**config.mk**
```make
export PLATFORM = sky130hd
export DESIGN_NAME = ddr_wr_burst_ctrl
export DESIGN_NICKNAME = d
export VERILOG_FILES = /design/src/rtl/ddr_wr_pkg.sv /design/src/rtl/ddr_wr_burst_ctrl_skid_buf.sv /design/src/rtl/ddr_wr_burst_ctrl.sv
export SDC_FILE = /design/constraint.sdc
export NUM_CORES = 1
export LEC_CHECK = 0
export CORE_AREA = 2 2 243 245
export CTS_CLUSTER_SIZE = 20
export DETAILED_ROUTE_END_ITERATION = 8
export DIE_AREA = 0 0 245 247
export HOLD_SLACK_MARGIN = 0.15
export PLACE_DENSITY = 0.73
export RECOVER_POWER = 25
export SYNTH_ARGS = -nofsm -noshare
export SYNTH_HDL_FRONTEND = slang
export SYNTH_SLANG_ARGS = --single-unit
```
**constraint.sdc**
```tcl
create_clock -name clk -period 31 [get_ports clk]
set_clock_uncertainty 0.15 [all_clocks]
set_input_delay 6.2 -clock clk [delete_from_list [all_inputs] [get_ports clk]]
set_output_delay 6.2 -clock clk [all_outputs]
set_load 0.02 [all_outputs]
```
**src/rtl/ddr_wr_pkg.sv**
```systemverilog
// Shared types and constants for the DDR write-burst controller.
package ddr_wr_pkg;

    localparam int DEF_DATA_WIDTH = 256;
    localparam int DEF_BURST_LEN  = 16;
    localparam int BYTES_PER_BEAT = DEF_DATA_WIDTH / 8;
    localparam int BURST_BYTES    = DEF_BURST_LEN * BYTES_PER_BEAT;

    typedef enum logic [1:0] {
        IDLE,
        ADDR,
        DATA,
        RESP
    } wr_state_t;

endpackage

```
**src/rtl/ddr_wr_burst_ctrl_skid_buf.sv**
```systemverilog
// Two-entry FIFO that absorbs the one-cycle FIFO read latency under wready stalls.
module ddr_wr_skid_buf #(
    parameter int WIDTH = 256
) (
    input  logic             clk,
    input  logic             tb_rst,
    input  logic             push,
    input  logic             pop,
    input  logic [WIDTH-1:0] din,
    output logic [WIDTH-1:0] dout,
    output logic [1:0]       count
);

    logic [WIDTH-1:0] mem [2];
    logic             wr_ptr;
    logic             rd_ptr;

    assign dout = mem[rd_ptr];

    always_ff @(posedge clk or posedge tb_rst) begin
        if (tb_rst) begin
            mem[0] <= '0;
            mem[1] <= '0;
            wr_ptr <= 1'b0;
            rd_ptr <= 1'b0;
            count  <= 2'd0;
        end else begin
            if (push) begin
                mem[wr_ptr] <= din;
                wr_ptr      <= ~wr_ptr;
            end
            if (pop) rd_ptr <= ~rd_ptr;
            count <= count + {1'b0, push} - {1'b0, pop};
        end
    end

endmodule

```
**src/rtl/ddr_wr_burst_ctrl.sv**
```systemverilog
// Drains write_ddr_fifo into DDR as fixed-length AXI write bursts over a linear frame buffer.
// Optional DDR_WR_PINGPONG_EN alternates frames between two buffers (wr_buf_idx).
module ddr_wr_burst_ctrl
    import ddr_wr_pkg::*;
#(
    parameter int DATA_WIDTH  = DEF_DATA_WIDTH,
    parameter int LEVEL_WIDTH = 9,
    parameter int ADDR_WIDTH  = 28,
    parameter int BURST_LEN   = DEF_BURST_LEN,
    parameter int FRAME_BEATS = 115200
) (
    input  logic                    clk,
    input  logic                    tb_rst,
    input  logic                    enable,
    input  logic                    frame_sync,
    input  logic [ADDR_WIDTH-1:0]   frame_base,
    input  logic [DATA_WIDTH-1:0]   fifo_rd_data,
    output logic                    fifo_rd_en,
    input  logic                    fifo_rd_empty,
    input  logic [LEVEL_WIDTH-1:0]  fifo_rd_water_level,
    output logic [ADDR_WIDTH-1:0]   awaddr,
    output logic [7:0]              awlen,
    output logic                    awvalid,
    input  logic                    awready,
    output logic [DATA_WIDTH-1:0]   wdata,
    output logic [DATA_WIDTH/8-1:0] wstrb,
    output logic                    wlast,
    output logic                    wvalid,
    input  logic                    wready,
    input  logic                    bvalid,
    output logic                    bready,
    output logic                    frame_done,
`ifdef DDR_WR_PINGPONG_EN
    output logic                    wr_buf_idx,
`endif
    output logic                    busy
);

    localparam int BEAT_BYTES = DATA_WIDTH / 8;
    localparam int CW         = $clog2(FRAME_BEATS + 1);

    localparam logic [ADDR_WIDTH-1:0]  BURST_INC = ADDR_WIDTH'(BURST_LEN * BEAT_BYTES);
    localparam logic [CW-1:0]          BL_CNT    = CW'(BURST_LEN);
    localparam logic [CW-1:0]          FRAME_END = CW'(FRAME_BEATS);
    localparam logic [LEVEL_WIDTH-1:0] LVL_MIN   = LEVEL_WIDTH'(BURST_LEN);
    localparam logic [8:0]             ISSUE_MAX = 9'(BURST_LEN);
    localparam logic [8:0]             LAST_BEAT = 9'(BURST_LEN - 1);

    wr_state_t             state;
    wr_state_t             state_nxt;
    logic [ADDR_WIDTH-1:0] cur_addr;
    logic [CW-1:0]         frame_cnt;
    logic                  sync_pend;
    logic [8:0]            rd_issued;
    logic [8:0]            beat_cnt;
    logic                  rd_pend;
    logic                  pop;
    logic [1:0]            skid_cnt;
    logic [2:0]            occ;
    logic                  frame_wrap;
    logic [ADDR_WIDTH-1:0] sync_base;
    logic [ADDR_WIDTH-1:0] wrap_base;

    ddr_wr_skid_buf #(
        .WIDTH (DATA_WIDTH)
    ) u_skid (
        .clk    (clk),
        .tb_rst (tb_rst),
        .push   (rd_pend),
        .pop    (pop),
        .din    (fifo_rd_data),
        .dout   (wdata),
        .count  (skid_cnt)
    );

    assign awaddr     = cur_addr;
    assign awlen      = 8'(BURST_LEN - 1);
    assign wstrb      = '1;
    assign busy       = (state != IDLE);
    assign occ        = {1'b0, skid_cnt} + {2'b0, rd_pend};
    assign frame_wrap = (frame_cnt + BL_CNT) == FRAME_END;

    always_ff @(posedge clk or posedge tb_rst) begin
        if (tb_rst) state <= IDLE;
        else        state <= state_nxt;
    end

    always_comb begin
        state_nxt  = state;
        awvalid    = 1'b0;
        wvalid     = 1'b0;
        wlast      = 1'b0;
        bready     = 1'b0;
        pop        = 1'b0;
        fifo_rd_en = 1'b0;
        unique case (state)
            IDLE: begin
                if (enable && fifo_rd_water_level >= LVL_MIN) state_nxt = ADDR;
            end
            ADDR: begin
                awvalid = 1'b1;
                if (awready) state_nxt = DATA;
            end
            DATA: begin
                wvalid = (skid_cnt != 2'd0);
                wlast  = wvalid && (beat_cnt == LAST_BEAT);
                pop    = wvalid && wready;
                if (pop && wlast) state_nxt = RESP;
            end
            RESP: begin
                bready = 1'b1;
                if (bvalid) state_nxt = IDLE;
            end
            default: state_nxt = IDLE;
        endcase
        // Room is judged after this cycle's pop, counting the read still in flight.
        if ((state == ADDR || state == DATA) && !fifo_rd_empty &&
            rd_issued < ISSUE_MAX && occ < (3'd2 + {2'b0, pop}))
            fifo_rd_en = 1'b1;
    end

`ifdef DDR_WR_PINGPONG_EN
    localparam logic [ADDR_WIDTH-1:0] FRAME_BYTES = ADDR_WIDTH'(FRAME_BEATS * BEAT_BYTES);
    logic idx_nxt;

    assign idx_nxt   = sync_pend ? wr_buf_idx : ~wr_buf_idx;
    assign sync_base = frame_base + (wr_buf_idx ? FRAME_BYTES : '0);
    assign wrap_base = frame_base + (idx_nxt ? FRAME_BYTES : '0);

    always_ff @(posedge clk or posedge tb_rst) begin
        if (tb_rst)
            wr_buf_idx <= 1'b0;
        else if (frame_sync)
            wr_buf_idx <= 1'b0;
        else if (state == RESP && bvalid && frame_wrap)
            wr_buf_idx <= idx_nxt;
    end
`else
    assign sync_base = frame_base;
    assign wrap_base = frame_base;
`endif

    always_ff @(posedge clk or posedge tb_rst) begin
        if (tb_rst) begin
            cur_addr   <= '0;
            frame_cnt  <= '0;
            sync_pend  <= 1'b1;
            rd_issued  <= '0;
            beat_cnt   <= '0;
            rd_pend    <= 1'b0;
            frame_done <= 1'b0;
        end else begin
            frame_done <= 1'b0;
            rd_pend    <= fifo_rd_en;
            if (fifo_rd_en) rd_issued <= rd_issued + 9'd1;
            if (pop)        beat_cnt  <= beat_cnt + 9'd1;
            if (state == IDLE) begin
                rd_issued <= '0;
                beat_cnt  <= '0;
                if (sync_pend) begin
                    cur_addr  <= sync_base;
                    frame_cnt <= '0;
                    sync_pend <= 1'b0;
                end
            end
            if (state == RESP && bvalid) begin
                if (frame_wrap) begin
                    frame_done <= 1'b1;
                    cur_addr   <= wrap_base;
                    frame_cnt  <= '0;
                end else begin
                    cur_addr  <= cur_addr + BURST_INC;
                    frame_cnt <= frame_cnt + BL_CNT;
                end
            end
            // A sync arriving mid-burst waits here until the next IDLE.
            if (frame_sync) sync_pend <= 1'b1;
        end
    end

endmodule

```
==> results of run 1 <==
-- per-stage QoR --
stage	hold WS, ps	instance area [sq um]
global route	360	34600
detailed placement	331	32300
global placement	322	32300
floorplan	313	26000
CTS	343	34500
finish	341	34600
-- sequential cells by signal (all words and copies together) (netlist names), 2 cells and up --
name          cells
awaddr           28
beat_cnt          9
frame_cnt        13
rd_issued         9
state             2
u_skid.count      2
u_skid.mem      512
-- critical path: stages --
cell and delay [ps]:
sky130_fd_sc_hd__clkdlybuf4s50_1 480, sky130_fd_sc_hd__o211ai_1 200, sky130_fd_sc_hd__o21ai_0 180, sky130_fd_sc_hd__and3_1 360
sky130_fd_sc_hd__clkdlybuf4s50_1 700
-- final cells by class --
class | count | area [sq um]
Clock buffer | 98 | 1970
Inverter | 12 | 52.6
Tap cell | 773 | 967
Fill cell | 4607 | 23600
Sequential cell | 580 | 14500
Timing Repair Buffer | 605 | 6020
Antenna cell | 19 | 47.5
Multi-Input combinational cell | 1080 | 10700
Clock inverter | 18 | 263
-- routing by layer --
metal  part of all wire [%]  global-route usage, %  vias up
met3                    7.3                   6.94      166
met4                    4.3                   11.4       14
met2                     50                   36.1      546
li1                       -                      -     7511
met1                     38                   24.9     8532
met5                   0.14                      0        -
-- how the worst max path moves through the flow --
| stage | start | to | cells past startpoint |
|---|---|---|---|
| after floorplan | tb_rst | awaddr[0]$_DFFE_PP0P_ | 1 |
| after global placement | wready | fifo_rd_en | 5 |
| after detailed placement | wready | fifo_rd_en | 5 |
| after CTS | wready | fifo_rd_en | 5 |
| after global routing | wready | fifo_rd_en | 5 |
| final | wready | fifo_rd_en | 5 |
-- cells by family (layout without fill, tap and decap cells) --
group	count (synthesis)	in the layout	share of synthesized area, %
buffers and inverters	160	733	3.03
muxes	780	780	33.9
adders and majority gates	13	13	0.628
AOI/OAI and AO/OA	89	89	2.65
xor gates and xnor gates	19	19	0.643
DFF	580	580	56.1
and+or+nand+nor	139	139	3.04
other	2	59	0.0290
-- report_power, final --
group	switching [mW]	total (mW)	internal (mW)	leakage, nW
registers	0.210	1.34	1.13	6.93
logic	0.964	2.10	1.14	6.36
clock network	0.310	0.794	0.484	1.10
total	1.48	4.24	2.75	14.4
-- cell usage in the layout (no fill, tap or decap), types with 8 or more instances in the layout --
cell type / netlist / final
sky130_fd_sc_hd__nor4b_1: 8 / 8
sky130_fd_sc_hd__inv_1: 12 / 11
sky130_fd_sc_hd__clkbuf_8: 0 / 18
sky130_fd_sc_hd__dlygate4sd3_1: 0 / 204
sky130_fd_sc_hd__a21oi_1: 8 / 8
sky130_fd_sc_hd__clkbuf_16: 0 / 67
sky130_fd_sc_hd__clkdlybuf4s50_1: 0 / 383
sky130_fd_sc_hd__mux2_2: 769 / 769
sky130_fd_sc_hd__a221o_1: 16 / 16
sky130_fd_sc_hd__dfrtp_1: 579 / 578
sky130_fd_sc_hd__xor2_1: 12 / 12
sky130_fd_sc_hd__diode_2: 0 / 19
sky130_fd_sc_hd__nand2_1: 32 / 31
sky130_fd_sc_hd__o31ai_1: 13 / 13
sky130_fd_sc_hd__ha_1: 13 / 13
sky130_fd_sc_hd__and3_1: 10 / 10
sky130_fd_sc_hd__mux2_1: 9 / 9
sky130_fd_sc_hd__conb_1: 2 / 40
sky130_fd_sc_hd__nor2_1: 21 / 21
sky130_fd_sc_hd__or3_1: 9 / 9
sky130_fd_sc_hd__clkbuf_1: 95 / 13
sky130_fd_sc_hd__nand3_1: 12 / 12
sky130_fd_sc_hd__buf_4: 43 / 17
sky130_fd_sc_hd__o21ai_0: 14 / 14
sky130_fd_sc_hd__nand4_1: 8 / 8
==> parameters.txt, run 1 <==
Parameter                              Value

CTS
  Sink Count ... 580
  TritonCTS clock tree ... done
  H-tree levels ... 3
  Clock tree root driver cell ... sky130_fd_sc_hd__clkbuf_16
  Number of buffers added to fix hold violations after cts ... 0
  Clk Latency, worst-skew pair ... 590 ps
  Bufs on Longest Clock Path ... 3
  Number of CTS-inserted buffers ... 66
  Setup bufs post-CTS ... 0
  Clock edge transition at the registers on the reported setup and hold paths ... about 50 ps
  Post_cts resized ... 0

Place
  Placer congestion estimate ... 0.839
  Setup Slack @ Placement ... between 15,000 and 20,000 ps
  HPWL after detailed placement ... around 46,000 microns
  Placed Cells ... between 3,000 and 4,000
  Number of buffer cells added on primary ports ... 587

Finish
  Area added between synthesis and finish ... 33.6%
  Fraction of final layout cells sized beyond drive strength 1 ... roughly 38%
  Fraction of the core area covered by cells at the end of the flow ... approximately 60%
  Final std cells w/o fill ... 3,185
  Net count, final ... 2,659

Timing
  Setup TNS ... 0 ps
  Actual transition at the worst max-transition pin ... 1070 ps
  Shortest clock period the worst path allows after layout ... about 14,000 ps
  Ratio of final minimum period to clock period ... 46.7%
  Slew margin rel. ... between 20 and 30%
  Final-report setup violation count ... 0
  Number of pins exceeding their max-slew limit in the final report ... 0
  Final Hold Vio Count ... 0
  Maximum achievable frequency ... 0.0691 GHz
  Unrepaired setup endpoints after global routing ... no
  Post-route worst setup slack ... 16,530 ps

Route
  Via/cell ratio ... 5.26
  Drt drc ... 0
  Wire length after detailed routing ... ~66,000 microns
  Remaining antenna violation count after routing ... 0
  Post-DR wirelength/cell ... 20.9 microns
  1st-iter DRT viols ... roughly 760
  Length of the first detailed-routing pass in iterations ... 4
  Detailed-route via count ... 16,800

Critical path
  CP Capture Type ... output pin
  Max FO, Critical Path ... 7
  Sort of element at the start of the critical path ... primary input
  Crit Path Class ... in -> out
  Critical Path AT ... just over 8000 ps
  Required time at the worst-slack endpoint ... ~25,000 ps
  Capture instance of the worst register-to-register path ... u_skid.mem[330]$_DFFE_PP0P_
  Register-to-register path setup slack ... roughly 27,000 ps
  Startpoint of the worst-slack reg-to-reg timing path ... rd_pend$_DFF_PP0_
  Reg2reg path depth ... 4

Global routing
  Number of global-route vias before repair ... approximately 18,000
  Total overflow reported by the global router ... 0
  Wire length of the first global-routing pass ... ~100,000 microns
  GR Util All Layers ... a little over a fifth
  Largest net degree at the start of global routing ... ~180
  Antenna violations before repair ... 32

Pwr
  PwrDens ... between 100 and 150 nW/um^2
  P_leak ... roughly 14 nW
  VDD IR-drop max ... a little over 70 uV
  Total Power ... around 4.2 mW

Yosys
  FFs w/ async S/R, synth ... 100%
  Fraction of post-synthesis cell area in the top cell type by area ... about 56%
  Total of flip-flops plus latches after synthesis ... just under 600
  Sequential element share of the synthesized area ... between 50 and 60%
  Number of synthesized flops with an enable pin ... 0
  Cell type with the highest aggregate area in the netlist ... sky130_fd_sc_hd__dfrtp_1
  Average instance area after synthesis ... between 10 and 15 sq um
  Most frequent cell after synthesis ... sky130_fd_sc_hd__mux2_2
  Post-Syn Area ... around 26,000 sq um
  Top flip-flop cell by instance count after synthesis ... sky130_fd_sc_hd__dfrtp_1
  Synth top cells by count ... sky130_fd_sc_hd__mux2_2, sky130_fd_sc_hd__dfrtp_1, sky130_fd_sc_hd__clkbuf_1, sky130_fd_sc_hd__buf_4, sky130_fd_sc_hd__nand2_1
  Distinct cell type count after synthesis ... between 60 and 70
  Top cells by area, synth ... sky130_fd_sc_hd__dfrtp_1, sky130_fd_sc_hd__mux2_2, sky130_fd_sc_hd__clkbuf_1
  Synthesized instance count ... ~1,800
  Synthesis Warnings ... 0

Floorplanning
  Placeable core area ... roughly 58,000 sq um
  Row Count ... 89
  Starting density of the core ... roughly 44%
  DIE AREA ... about 61,000 sq um
  I/O Pins ... around 630
  Vertical die dimension ... 247 microns
  DIE WIDTH ... roughly 250 microns

Run
  Max-cap violation count ... 0

Status
  Run status ... completed

Hold path
  Min-Delay Path Class ... reg -> reg
  Worst Hold Launch ... awaddr[4]$_DFFE_PP0P_
  Hold-critical path depth ... 1
  Worst Hold End ... awaddr[4]$_DFFE_PP0P_
Note: power is estimated with default switching activity, not from simulation.
==> run 2: changes to the inputs <==
--- a/config.mk
+++ b/config.mk
@@ -5,12 +5,12 @@
 export SDC_FILE = /design/constraint.sdc
 export NUM_CORES = 1
 export LEC_CHECK = 0
-export CORE_AREA = 2 2 243 245
+export CORE_MARGIN = 2
+export CORE_UTILIZATION = 45
 export CTS_CLUSTER_SIZE = 20
 export DETAILED_ROUTE_END_ITERATION = 8
-export DIE_AREA = 0 0 245 247
 export HOLD_SLACK_MARGIN = 0.15
-export PLACE_DENSITY = 0.73
+export PLACE_DENSITY = 0.77
 export RECOVER_POWER = 25
 export SYNTH_ARGS = -nofsm -noshare
 export SYNTH_HDL_FRONTEND = slang
==> constraint.sdc (replaced) <==
create_clock -name clk -period 12.03 [get_ports clk]
set_clock_uncertainty 0.15 [all_clocks]
set_input_delay 2.406 -clock clk [delete_from_list [all_inputs] [get_ports clk]]
set_output_delay 2.406 -clock clk [all_outputs]
set_load 0.02 [all_outputs]
==> run 2 against run 1 <==
The flow now finishes with violations (max-capacitance violations, max-slew violations). Total power grew to 2.5 times the previous value. Clock power grew 130%. Wire length shrank 1.9%. Final cell count decreased by 0.88%. Sequential share of layout area grew 0.39 points. Sequential power rose to 2.6 times the previous value. Sequential cell count did not move. Combinational power rose to 2.6 times the previous value. Via count down 0.46%. Critical path type unchanged.
==> parameters.txt, run 2 (synthesis results as in run 1) <==
Parameter                              Value

Status
  Run status ... finished, violations left
  Violated checks ... max-capacitance violations, max-slew violations

Global routing
  Total overflow reported by the global router ... 0
  Wire length of the first global-routing pass ... 101,000 microns
  Largest net degree at the start of global routing ... 187
  Antenna violations before repair ... 32
  GR Util All Layers ... 21.4%
  Number of global-route vias before repair ... about 18,000

Finish
  Most common cell after layout, fill and taps aside ... sky130_fd_sc_hd__mux2_2
  Filler Cells Inserted ... 4,383
  Post-route standard cell area excluding fillers ... ~34,000 sq um
  Area added between synthesis and finish ... 32.4%
  Number of flip-flops under the largest register name ... slightly above 500
  Most used cells in the layout excluding fill and tap cells ... sky130_fd_sc_hd__mux2_2, sky130_fd_sc_hd__dfrtp_1, sky130_fd_sc_hd__clkdlybuf4s50_1, sky130_fd_sc_hd__dlygate4sd3_1, sky130_fd_sc_hd__clkbuf_16
  Most flops, register ... u_skid.mem
  Fraction of final layout cells sized beyond drive strength 1 ... a little under two fifths
  Net count, final ... approximately 2,600

Hold path
  Hold-critical path depth ... 1
  Worst Hold End ... awaddr[2]$_DFFE_PP0P_
  Min-Delay Path Class ... reg -> reg
  Worst Hold Launch ... awaddr[2]$_DFFE_PP0P_

Critical path
  Startpoint of the worst-slack reg-to-reg timing path ... rd_pend$_DFF_PP0_
  Register-to-register path setup slack ... 5710 ps
  CP Capture Type ... output pin
  Critical Path AT ... 4300 ps
  Sort of element at the start of the critical path ... primary input
  Reg2reg path depth ... 3
  Capture instance of the worst register-to-register path ... u_skid.mem[456]$_DFFE_PP0P_
  Required time at the worst-slack endpoint ... 9470 ps
  Crit Path Class ... in -> out
  Max FO, Critical Path ... 7

Route
  Length of the first detailed-routing pass in iterations ... 5
  Post-DR wirelength/cell ... ~21 microns
  Wire length after detailed routing ... 65,200 microns
  Drt drc ... 0
  Via/cell ratio ... between 5 and 6
  Detailed-route via count ... between 15,000 and 20,000
  Remaining antenna violation count after routing ... 0
  1st-iter DRT viols ... 776

Floorplanning
  DIE AREA ... around 59,000 sq um
  DIE WIDTH ... 244 microns
  Vertical die dimension ... between 200 and 250 microns
  Placeable core area ... about 57,000 sq um
  Row Count ... 87
  I/O Pins ... approximately 630
  Starting density of the core ... between 40% and 50%

Run
  Max-cap violation count ... 2

CTS
  Sink Count ... 580
  Setup bufs post-CTS ... 0
  Number of CTS-inserted buffers ... just under 60
  Post_cts resized ... 0
  Clk Latency, worst-skew pair ... approximately 600 ps
  Bufs on Longest Clock Path ... 3
  Number of buffers added to fix hold violations after cts ... 0
  TritonCTS clock tree ... done
  Clock edge transition at the registers on the reported setup and hold paths ... around 50 ps
  H-tree levels ... 2
  Clock tree root driver cell ... sky130_fd_sc_hd__clkbuf_16

Place
  Placement Cell Area ... 32,300 sq um
  Number of buffer cells added on primary ports ... 587
  Placer congestion estimate ... around 0.84
  HPWL after detailed placement ... 44,600 microns

Timing
  Slew margin rel. ... -214%
  Shortest clock period the worst path allows after layout ... slightly below 7000 ps
  Final-report setup violation count ... 0
  Ratio of final minimum period to clock period ... a little under three fifths
  Actual transition at the worst max-transition pin ... roughly 4700 ps
  Final Hold Vio Count ... 0
  Maximum achievable frequency ... 0.146 GHz
  Number of pins exceeding their max-slew limit in the final report ... 97
  Setup TNS ... 0 ps
  Unrepaired setup endpoints after global routing ... no

Pwr
  P_leak ... between 10 and 15 nW
  PwrDens ... 312 nW/um^2
  VDD IR-drop max ... ~190 uV
## run 2: through the flow
step	util (%)	hold slack, ps	worst slack, ps	total power, mW	std cells
final	60.6	343	5170	10.7	3157
after floorplan	-	313	1570	6.73	1820
after global routing	60.5	354	5060	11.2	3154
after detailed placement	57.1	334	5170	8.93	3030
after global placement	57.1	323	5170	8.75	3030
after CTS	60.5	347	5160	10.8	3136
## run 2: power by group
group          switching (mW)  internal (mW)  total (mW)
combinational            2.50           2.95        5.45
sequential              0.525           2.92        3.44
clock                   0.754           1.04        1.79
## run 2: critical path, cell delays in order
cell,delay (ps)
sky130_fd_sc_hd__clkdlybuf4s50_1,480
sky130_fd_sc_hd__o211ai_1,180
sky130_fd_sc_hd__o21ai_0,180
sky130_fd_sc_hd__and3_1,360
sky130_fd_sc_hd__clkdlybuf4s50_1,690
## run 2: how the worst max path moves through the flow
stage / to / slack, ps / startpoint
after floorplan: awaddr[0]$_DFFE_PP0P_ / 1570 / tb_rst
after global placement: fifo_rd_en / 5170 / wready
after detailed placement: fifo_rd_en / 5170 / wready
after CTS: fifo_rd_en / 5160 / wready
after global routing: fifo_rd_en / 5060 / wready
final: fifo_rd_en / 5170 / wready
## run 2: metal layers
| layer | routed length [microns] | global-route usage (%) | part of all wire, % |
|---|---|---|---|
| met1 | 25500 | 25.7 | 39 |
| met2 | 32000 | 35.4 | 49 |
| met3 | 4500 | 6.39 | 6.9 |
| met4 | 3000 | 10.2 | 4.6 |
| met5 | 117 | 0 | 0.18 |
## run 2: cell type report
class | count | area (sq um) | share of cell area (%)
diodes | 21 | 52.6 | 0.153
clock inverters | 15 | 148 | 0.431
repair buffers | 602 | 6050 | 17.6
inverters | 12 | 46.3 | 0.135
well taps | 756 | 946 | 2.76
clock buffers | 91 | 1780 | 5.18
multi-input cells | 1080 | 10700 | 31.3
flip-flops and latches | 580 | 14500 | 42.4
==> variant 1, RTL diff (settings of run 1) <==
`FRAME_BEATS`: 115200 -> 460800.
--- a/src/rtl/ddr_wr_burst_ctrl.sv
+++ b/src/rtl/ddr_wr_burst_ctrl.sv
@@ -8,5 +8,5 @@
     parameter int ADDR_WIDTH  = 28,
     parameter int BURST_LEN   = DEF_BURST_LEN,
-    parameter int FRAME_BEATS = 115200
+    parameter int FRAME_BEATS = 460800
 ) (
     input  logic                    clk,
Behaviour: same outputs for any inputs over 4 cycles, from zero or initial values and one cycle with tb_rst high; that may be too few to reach the edited logic, so the function may still have changed.
==> variant 1 against run 1 <==
  * Critical path depth did not move
  * Wire length fell by 1.1%
  * Synthesized cell count rose by 0.22%
  * Final area fell by 0.23%
  * Power fell by 0.60%
  * Setup slack improved by 66 ps
  * Area after synthesis barely moved
  * Largest power group unchanged
  * Sequential cell count rose by 2
  * Global-route usage fell by 0.47 points
==> variant 1: results (changes against run 1) <==
status finished, final reports clean (unchanged); WL/cell 20.7 um (was 20.9 um); cts bufs inserted 61 (was 66); post-synthesis sequential area ratio 56.3% (was 56.1%); Comb pwr share 49.8% (was 49.6%); Max clock buf depth 3 (unchanged); post-synthesis xor/xnor area fraction 0.744% (was 0.643%); crit path max fanout 7 (unchanged); post-synthesis mux area share 33.9% (about the same); hpwl dp 44.9 mm (was 45.5 mm); complex-gate fraction of the synthesized area 2.54% (was 2.65%); Resize count post-CTS 0 (unchanged); Tightest Pin Transition 1380 ps (was 1070 ps); asr flop ratio synth 100% (unchanged); Worst EP arrival 8050 ps (was 8120 ps); post-CTS setup buffer count 0 (unchanged); port buffer count 587 (unchanged); largest net degree at the start of global routing 169 (was 176); first-pass GRT wire length 100 mm (was 102 mm); Final nets 2654 (was 2659); iteration-0 DRC count of the detailed router 584 (was 756); largest cells by area after synthesis dfrtp_1 (56%), mux2_2 (34%), clkbuf_1 (1.4%) (was dfrtp_1 (56%), mux2_2 (33%), clkbuf_1 (1.4%)); DP Cell Count 3050 (unchanged); Clock power frac 18.3% (was 18.7%); Cells after Synth 1786 (was 1782); H-Tree Depth 2 (was 3); Lkg Pwr 14.3 nW (was 14.4 nW); Netlist cell types 64 (was 61); Peak supply drop 0.0000779 V (was 0.0000723 V); antenna violations before repair 35 (was 32); total track usage 21.2% (was 21.7%); most flop-heavy register u_skid.mem (unchanged); drt pass-1 iters 5 (was 4); Hold Startpoint u_skid.mem[131]$_DFFE_PP0P_ (was awaddr[4]$_DFFE_PP0P_); number of flip-flops under the largest register name 512 (unchanged); layout cell share with drive strength beyond 1 37.9% (about the same); routability congestion estimate 0.848 (was 0.839); Placed Area 32300 um2 (about the same); Non-Filler Instances 3181 (was 3185); critical path launch point wready (unchanged); vias 16.6k (was 16.8k); grt total ovfl 0 (unchanged); Root Driver clkbuf_16 (unchanged); worst skew pair latency 610 ps (was 590 ps); synth warn 0 (unchanged); post-synthesis adder-cell area fraction 0.628% (about the same); synth cell count leaders mux2_2 (774), dfrtp_1 (581), clkbuf_1 (94) (was mux2_2 (769), dfrtp_1 (579), clkbuf_1 (95)); pre-CTS WS 16620 ps (was 16520 ps); Clock Pin Slew Worst Setup and Hold Paths 60 ps; Critical R2R Launch frame_cnt[4]$_DFFE_PP0P_ (was rd_pend$_DFF_PP0_); Comb. pwr 0.00210 W (about the same); Power Internal 0.00275 W (about the same); vias in the first global route 17.8k (was 18.1k); Hold WC Path Type reg -> reg (unchanged)
==> variant 1: changes by cell type in the layout (fill, tap and decap cells not counted), sizes merged, moves of 6 or more <==
cell / change
nor3b: +6
nand3: +6
o21ai: +15
nor4b: -7
buf: -6
o31ai: -13
clkinv: +7
a21o: +7
or3: -7
inv: -7
clkbuf: -10
==> variant 1: cell type report <==
cell class | instances | area (um2)
diodes | 20 | 50.0
clock buffers | 88 | 1830
clock inverters | 23 | 329
fillers | 4583 | 23700
inverters | 11 | 48.8
multi-input cells | 1085 | 10700
flip-flops and latches | 582 | 14600
well taps | 773 | 967
repair buffers | 599 | 6020
==> variant 1: layer usage <==
metal / global-route usage [%] / vias to the layer above / share of wire, %
li1: - / 7499 / -
met1: 23.9 / 8438 / 37
met2: 36.5 / 531 / 50
met3: 8.30 / 150 / 9.0
met4: 7.28 / 22 / 3.2
met5: 0 / - / 0.23
==> variant 1: path summary, 6_finish.rpt <==
| check | to | slack (ps) | cells past startpoint |
|---|---|---|---|
| hold / removal | u_skid.mem[131]$_DFFE_PP0P_ | 350 | 1 |
| max in group asynchronous | u_skid.mem[401]$_DFFE_PP0P_ | 21360 | 5 |
| hold reg to reg | u_skid.mem[131]$_DFFE_PP0P_ | 350 | 1 |
| setup / recovery | fifo_rd_en | 16600 | 5 |
| min in group asynchronous | awaddr[10]$_DFFE_PP0P_ | 5980 | 2 |
| setup reg to reg | awaddr[19]$_DFFE_PP0P_ | 27590 | 8 |
==> variant 1: worst max-delay path: stages <==
cell and delay (ps):
clkdlybuf4s50_1 500, nand2_1 140, o21ai_0 160, and3_1 380
clkdlybuf4s50_1 680
==> variant 2, RTL diff (flow settings as in run 1) <==
Without the edit above. One comparison of `beat_cnt` changes from == to >=.
--- a/src/rtl/ddr_wr_burst_ctrl.sv
+++ b/src/rtl/ddr_wr_burst_ctrl.sv
@@ -104,5 +104,5 @@
             DATA: begin
                 wvalid = (skid_cnt != 2'd0);
-                wlast  = wvalid && (beat_cnt == LAST_BEAT);
+                wlast  = wvalid && (beat_cnt >= LAST_BEAT);
                 pop    = wvalid && wready;
                 if (pop && wlast) state_nxt = RESP;
Formal check against the unedited RTL: same outputs for any inputs over 4 cycles, from zero or initial values and one cycle with tb_rst high; that may be too few to reach the edited logic, so the function may still have changed.
==> variant 2 against run 1 <==
  * Highest routed layer unchanged
  * Worst hold slack worse by 1.4 ps
  * Register-to-register slack got worse by 30 ps
  * Global-route usage is 0.77 points lower
  * Largest cell class unchanged
  * Critical endpoint unchanged
  * Power is 4.2% lower
  * Final cell count about the same
  * Wire length fell by 2.5%
  * Area after synthesis fell by 0.28%
  * Setup slack better by 82 ps
  * Largest power group unchanged
  * Final area shrank 0.77%
  * Sequential cell count did not move
==> variant 2: results (changes against run 1) <==
H-Tree Depth 2 (was 3); hpwl dp 44.5 mm (was 45.5 mm); hold_ws 339 ps (was 341 ps); drt pass-1 iters 5 (was 4); Netlist cell types 59 (was 61); routed wire length 64.8 mm (was 66.4 mm); largest net degree at the start of global routing 174 (was 176); iteration-0 DRC count of the detailed router 585 (was 756); Non-clk bufs 603 (was 605); ClkCell Share 5.99% (was 6.46%); met2 usage 36.9% (was 36.1%); Placed Area 32200 um2 (was 32300 um2); post-synthesis mux area share 34.1% (was 33.9%); WL met2 33.2 mm (was 33.3 mm); Lkg Pwr 14.3 nW (was 14.4 nW); r2r worst-path depth 8 (was 4); Inverters 20 (was 12); DP Cell Count 3068 (was 3050); grt met1 use 24.3% (was 24.9%); synth cell count leaders mux2_2 (771), dfrtp_1 (579), clkbuf_1 (93) (was mux2_2 (769), dfrtp_1 (579), clkbuf_1 (95)); Fill cells 4591 (was 4607); antenna violations before repair 21 (was 32); post-synthesis xor/xnor area fraction 0.611% (was 0.643%); complex-gate fraction of the synthesized area 2.15% (was 2.65%); clock buf count 89 (was 98); vias 16.6k (was 16.8k); post-synthesis adder-cell area fraction 0.630% (was 0.628%); # diodes 12 (was 19); pre-CTS WS 16580 ps (was 16520 ps); syn avg cell area 14.4 um2 (was 14.5 um2); r2r setup slk 27190 ps (was 27220 ps); Power Density 118 nW/um2 (was 122 nW/um2); Slew headroom 13.9% (was 28.5%); WL/cell 20.3 um (was 20.9 um); Core Util, Final 58.9% (was 59.4%); status finished, final reports clean (unchanged); post-synthesis sequential area ratio 56.2% (was 56.1%)
variant 2: changes by cell type in the layout (fill, tap and decap cells not counted), moves of 6 or more:
cell and delta:
o31ai_1 -13, diode_2 -7, clkbuf_16 -6, a21oi_1 +8, o22ai_1 +10, o21ai_1 +11, nand3_1 +6, inv_1 +8
a221o_1 -15, nor2_1 +9, nor4b_1 -7
variant 2: worst max path at each step:
stage / startpoint / to / slack [ps] / cells after the start
after floorplan: tb_rst / awaddr[0]$_DFFE_PP0P_ / 8420 / 1
after global placement: wready / fifo_rd_en / 16570 / 5
after detailed placement: wready / fifo_rd_en / 16580 / 5
after CTS: wready / fifo_rd_en / 16580 / 5
after global routing: wready / fifo_rd_en / 16490 / 5
final: wready / fifo_rd_en / 16610 / 5
variant 2: where the power goes:
part | total (W) | leakage (nW) | switching (W) | internal [W]
combinational | 0.00198 | 6.40 | 0.000917 | 0.00107
clock | 0.000751 | 1.02 | 0.000295 | 0.000456
sequential | 0.00133 | 6.90 | 0.000198 | 0.00113
